## src/rtl/pipe_ctl.sv

```systemverilog
// pipe_ctl: valid/payload registers of an in-order pipeline with back-pressure, bubbles, flushes and perf counters
module pipe_ctl #(
  parameter int STAGES = 5,
  parameter int W = 64,
  parameter int CNT_W = 32
) (
  input  logic                  clk,
  input  logic                  reset,
  input  logic                  in_valid,
  input  logic [W-1:0]          in_data,
  output logic                  in_ready,
  input  logic [STAGES-1:0]     stage_hold,
  input  logic [STAGES-1:0]     flush_req,
  output logic [STAGES-1:0]     stage_valid,
  output logic [STAGES*W-1:0]   stage_data,
  output logic [STAGES-1:0]     stage_fire,
  output logic                  out_valid,
  output logic [W-1:0]          out_data,
  output logic [CNT_W-1:0]      retire_cnt,
  output logic [CNT_W-1:0]      stall_cnt,
  output logic [CNT_W-1:0]      flush_cnt
);
  logic [STAGES-1:0] validQ;
  logic [W-1:0]      dataQ [STAGES];
  logic [STAGES-1:0] accept;
  logic [STAGES-1:0] kill;
  logic [STAGES-1:0] srcFire;
  logic [STAGES-1:0] srcKill;
  logic [W-1:0]      srcData [STAGES];

  // Ready chain oldest to youngest; kill marks stages below the oldest valid flushing stage.
  always_comb begin : readyChain
    logic acc;
    logic killAcc;
    acc = 1'b1;
    killAcc = 1'b0;
    stage_fire = '0;
    accept = '0;
    kill = '0;
    for (int i = STAGES - 1; i >= 0; i--) begin
      stage_fire[i] = validQ[i] & ~stage_hold[i] & acc;
      acc = ~validQ[i] | stage_fire[i];
      accept[i] = acc;
      kill[i] = killAcc;
      killAcc = killAcc | (flush_req[i] & validQ[i]);
    end
  end

  // What each stage would receive: fetch for stage 0, the next-younger stage otherwise.
  always_comb begin
    srcFire[0] = in_valid & in_ready;
    srcKill[0] = |flush_req;
    srcData[0] = in_data;
    for (int i = 1; i < STAGES; i++) begin
      srcFire[i] = stage_fire[i-1];
      srcKill[i] = kill[i-1];
      srcData[i] = dataQ[i-1];
    end
  end

  // Stage registers: load on accept, hold otherwise, flush clears younger stages.
  always_ff @(posedge clk) begin
    if (reset) begin
      validQ <= '0;
      for (int i = 0; i < STAGES; i++) dataQ[i] <= '0;
    end else begin
      for (int i = 0; i < STAGES; i++) begin
        validQ[i] <= ~kill[i] & (accept[i] ? srcFire[i] & ~srcKill[i] : validQ[i]);
        if (accept[i] && srcFire[i]) dataQ[i] <= srcData[i];
      end
    end
  end

  // Performance counters, wrapping naturally.
  always_ff @(posedge clk) begin
    if (reset) begin
      retire_cnt <= '0;
      stall_cnt <= '0;
      flush_cnt <= '0;
    end else begin
      retire_cnt <= retire_cnt + CNT_W'(out_valid);
      stall_cnt <= stall_cnt + CNT_W'(in_valid & ~in_ready);
      flush_cnt <= flush_cnt + CNT_W'(|flush_req);
    end
  end

  // Flatten payloads for the stage datapaths.
  always_comb begin
    stage_data = '0;
    for (int i = 0; i < STAGES; i++) stage_data[i*W +: W] = dataQ[i];
  end

  assign in_ready = accept[0];
  assign stage_valid = validQ;
  assign out_valid = stage_fire[STAGES-1];
  assign out_data = dataQ[STAGES-1];
endmodule

```

## config.mk

```make
export PLATFORM = sky130hd
export DESIGN_NAME = pipe_ctl
export DESIGN_NICKNAME = d
export VERILOG_FILES = /design/src/rtl/pipe_ctl.sv
export SDC_FILE = /design/constraint.sdc
export NUM_CORES = 1
export LEC_CHECK = 0
export ABC_AREA = 1
export BUFFER_PORTS_ARGS = -buffer_cell sky130_fd_sc_hd__buf_2
export CELL_PAD_IN_SITES_DETAIL_PLACEMENT = 1
export CELL_PAD_IN_SITES_GLOBAL_PLACEMENT = 1
export CORE_MARGIN = 4
export CORE_UTILIZATION = 45
export CTS_BUF_LIST = sky130_fd_sc_hd__clkbuf_4
export DETAILED_ROUTE_END_ITERATION = 6
export GPL_TIMING_DRIVEN = 0
export PLACE_DENSITY_LB_ADDON = 0.1
export REMOVE_ABC_BUFFERS = 1
export SYNTH_ARGS = -nofsm -noshare
export SYNTH_HDL_FRONTEND = slang
export SYNTH_SLANG_ARGS = --single-unit
```

## constraint.sdc

```tcl
create_clock -name clk -period 5.9 [get_ports clk]
set_input_delay 1.18 -clock clk [delete_from_list [all_inputs] [get_ports clk]]
set_output_delay 1.18 -clock clk [all_outputs]
set_load 0.05 [all_outputs]
```

---- Word-level counts from Yosys, hierarchy flattened ----
Memories as Yosys holds them, arrays and structs flattened.
Cells that the tools add are included.
W data, S select, Z words.
storage, ports and cells
  input bits .............................. 77
  logic and storage cells ................. 94
  memory bits (writable) .................. 320
  output and inout port bits .............. 492
  memories ................................ 1
  bits in registers ....................... 101
memory list
  name   depth  width  rd ports  clocked after Yosys merged registers in  wr ports  line  RTL
  dataQ  5      64     5         0                                        5         24    logic [W-1:0] dataQ [STAGES];
cells by class
  add/sub/neg operators ................... 3
  bitwise operators ....................... 53
  reductions and logical operators ........ 6
  muxes and demuxes ....................... 26
operators by type and width
  operator             number
  $mux W64             5
  $add A32 B1 Y32      2
  $add A32 B32 Y32     1
  $and A1 B32 Y32      1
  $not A1 Y32          1
  $and A1 B1 Y1        23
  $mux W1              21
  $not A1 Y1           15
  $or A1 B1 Y1         13
  $logic_and A1 B1 Y1  5
  $reduce_or A5 Y1     1

---- Logic depth before layout (Yosys ltp) ----
  depth in word-level cells ............... 17
  depth in mapped cells ................... 22
  gate-level depth less buffers ........... 22

---- Worst setup path before layout ----
OpenSTA, ideal clock, no wires.
  path kind ............................... input-to-reg
  from .................................... input port stage_hold[4]
  to ...................................... memory dataQ[0][0], enable pin
  required time ........................... 5.476 ns
  arrival ................................. 3.709 ns
  setup slack ............................. 1.768 ns
  stages .................................. 11
  buffers on the path ..................... 0
  setup time .............................. 0.424 ns
  path through ............................ nand2_1 nand3_2 nand2_2 nand2_4 nand2_2 nand2_2 nand2_4 nand2_4 nand2_1 nand2_1 nand2_1
RTL lines
  element          line  RTL
  start, declared  12    input logic [STAGES-1:0] stage_hold,
  end, declared    24

==> metrics.cfg <==
[outcome]
status = complete, no violations

[logic_synthesis]
synth_edf_count = 320
synth.distinct_cells = 41
synth.mux.area_fraction = 0
synth_seq_cells = 421
ys_async_sr_fraction = 0
yosysWarningCount = 0
ys_seq_area_frac = 0.562
synth_xor_area_frac = 0.00593
synth_top_family_by_area = simple AND/OR/NAND/NOR gates
synth_ff_type = edfxtp_1
yosys.area_share.adder = 0.00363
synthSimpleGateAreaFrac = 0.267
synth_compound_area_frac = 0.0245
syn_inst = 1851
synth_area_sq_um = 20700
synth.avg_cell_area_sq_um = 11.2

[die]
floorplan.initialDensity = 0.456
ioPinCount = 569
core-area_sq_um = 45400
die_y_microns = 222
die_area_sq_um = 49400
die_w_microns = 222
rows = 78

[drt]
wirelength_microns = 60300
first_pass_iters = 5
num_vias = 14500
wl_per_cell_microns = 19.3
drtIter0Drc = 591
drtAntennaViolNets = 0
drc_errors = 0
viasPerCell = 4.63

[placed_design]
dp_hpwl_microns = 45600
place.gp.congestion = 0.840
place_ws_ns = 1.23
io_buffer_count = 568

[global_routing]
grt-ovfl-total = 0
use_met1 = 0.261
use_met2 = 0.425
grt_pass1_wl_microns = 91000
grt_pass1_vias = 15200
grt.total_usage = 0.239
antenna_found_initial = 7
top_usage_layer = met2
met3_usage = 0.0834
grt_max_degree = 71

[cts]
clockBufferDepth = 3
cts_root_buffer = clkbuf_4
cts_hold_buf = 0
cts_resized = 0
htree_num_levels = 3
clock-sinks = 421
cts_tree = done
cts_inserted_buffers = 116
clk_pin_slew_worst_paths_ns = 0.06
clock_latency_ns = 0.81
post_cts_buffers = 0

[setup_path]
critPathMostFrequentCell = buf_16
crit_chain = buf_4 -> inv_2 -> buf_12 -> nand2_8 -> buf_16 -> buf_16 -> nor2_1
critical_path.startpoint = reset
path_class = in2reg
cpMaxStageDelayCell = buf_4
cp_top_family = buffers and inverters
critPathMaxStageDelay_ns = 0.62
worst-path-buf-inv = 5
worstPathRequired_ns = 6.45
worstPathMaxFanout = 70
endpoint_kind = flip-flop
worstReg2RegStart = stage_valid[4]
crit_arrival_ns = 4.31
cp-start-kind = primary input

[sta]
setup_viol = 0
finalCriticalPeriod_ns = 3.76
tns_ns = 0
hold_viol = 0
fin_skew_ns = 0.0378
slew_viol_final = 0
slew_headroom = 0.397
clock.fmax_ghz = 0.266
fin_crit_sh = 0.637
worst_slew_pin_slew_ns = 0.905
setup_ws_ns = 2.14
rsz0062_at_grt = false

[finish]
final_net_count = 2519
drive_above_1_share = 0.441
area_delta_synth_final_pct = 20.5

[worst_hold_path]
hold_class = reg2reg
min_from = flush_cnt[31]

[power]
powerDensity_nw_per_um2 = 292
power_leakage_nw = 10.7
vdd_ir_drop_max_v = 0.000175

[job]
max_cap_viol_count = 0

==> kinds of logic after synthesis <==
group	after synthesis
AOI/OAI and AO/OA	91
xor gates and xnor gates	14
adders and majority gates	6
buffers and inverters	545
DFF	421
and+or+nand+nor	774
==> state kept, by name (all words and copies together) (netlist names) <==
signal and cells:
retire_cnt 32, stall_cnt 32, stage_valid 5, flush_cnt 32, dataQ 320
==> power by group <==
group          switching (W)  leakage [nW]  internal (W)
Clock                0.00126         0.901       0.00143
Sequential         0.0000740          4.15       0.00333
Combinational       0.000944          5.63      0.000224
==> worst reg2reg max path, delay by kind of cell (launching register included) <==
kind,cells,cell delay [ns]
AND/OR/NAND/NOR,10,1.51
buffers and inverters,2,1.17
flip-flops,1,0.39
AO/OA/AOI/OAI,1,0.10
==> routing by layer <==
layer,share of wire,vias to the layer above,routed length [microns]
li1,-,6913,-
met1,0.36,7006,22000
met2,0.52,475,31200
met3,0.081,107,4890
met4,0.036,6,2180
met5,0.00063,-,38
==> stage by stage <==
stage	std cells	hold slack (ns)	util	power [W]	instance area (sq um)
6_report	3133	0.481	0.549	0.00727	24900
4_1_cts	3129	0.483	0.549	0.00739	24900
3_5_place_dp	2918	0.471	0.516	0.00465	23400
5_1_grt	3131	0.502	0.549	0.00761	24900
2_1_floorplan	1739	0.685	-	0.00442	19500
3_3_place_gp	2907	0.456	0.508	0.00474	23100
==> placed cells by master (no fill, tap or decap), types with 2 or more instances in the layout <==
master and count:
nor3b_1 4, nor3_1 47, dfxtp_1 101, buf_12 2
clkinv_4 2, xor2_1 8, o21ai_0 21, nor2_4 301
and3_1 2, nand4_1 18, nand2_1 178, xnor2_1 6
inv_1 428, or2_2 14, nand3_1 37, ha_1 6
inv_2 4, o21a_1 5, diode_2 4, nand2_2 4
nor2_1 131, clkinv_1 26, edfxtp_1 320, nand2_4 8
clkbuf_4 181, a211oi_1 2, buf_2 567, nor4_1 5
nand3b_1 4, a21oi_1 57, buf_16 9, nor3b_2 2
or2_0 3, nor2_2 10, nor3_2 3
==> path summary, 6_finish.rpt <==
check                        to  slack, ns  cells past startpoint
setup / recovery    dataQ[0][3]       2.14                      7
hold / removal    flush_cnt[31]       0.48                      2
setup reg to reg    dataQ[0][3]       2.48                     13
hold reg to reg   flush_cnt[31]       0.48                      2
==> cell usage after synthesis, types with 2 or more instances <==
| master | count | area (sq um) |
|---|---|---|
| nand2_2 | 4 | 25.0 |
| clkinv_1 | 2 | 7.51 |
| ha_1 | 6 | 75.1 |
| nand2_4 | 4 | 45.0 |
| nor2_2 | 10 | 62.6 |
| and3_1 | 2 | 12.5 |
| inv_1 | 429 | 1610 |
| buf_4 | 65 | 488 |
| dfxtp_1 | 101 | 2020 |
| nor2_4 | 301 | 3390 |
| xnor2_1 | 6 | 52.6 |
| a211oi_1 | 2 | 15.0 |
| nor3b_1 | 4 | 30.0 |
| or2_2 | 14 | 87.6 |
| clkbuf_1 | 12 | 45.0 |
| a21oi_1 | 57 | 285 |
| edfxtp_1 | 320 | 9610 |
| o21ai_0 | 21 | 105 |
| xor2_1 | 8 | 70.1 |
| nor2_1 | 131 | 492 |
| nor3_2 | 3 | 30.0 |
| buf_2 | 2 | 10.0 |
| o21a_1 | 5 | 37.5 |
| nand3_1 | 37 | 185 |
| nand3b_1 | 4 | 30.0 |
| inv_2 | 2 | 7.51 |
| nor3b_2 | 2 | 25.0 |
| nor3_1 | 47 | 235 |
| nor4_1 | 5 | 31.3 |
| or2_0 | 3 | 18.8 |
| nand4_1 | 18 | 113 |
| nand2_1 | 183 | 687 |
| buf_12 | 33 | 661 |
==> area by class of cell <==
cell class / instances / area (sq um)
fill: 5230 / 20500
clock inverter: 30 / 154
tap: 600 / 751
timing repair buffer: 579 / 3130
inverter: 433 / 1630
multi-input combinational: 885 / 6270
sequential: 421 / 11600
clock buffer: 181 / 1360
antenna: 4 / 10.0
(Power assumes the default switching activity.)
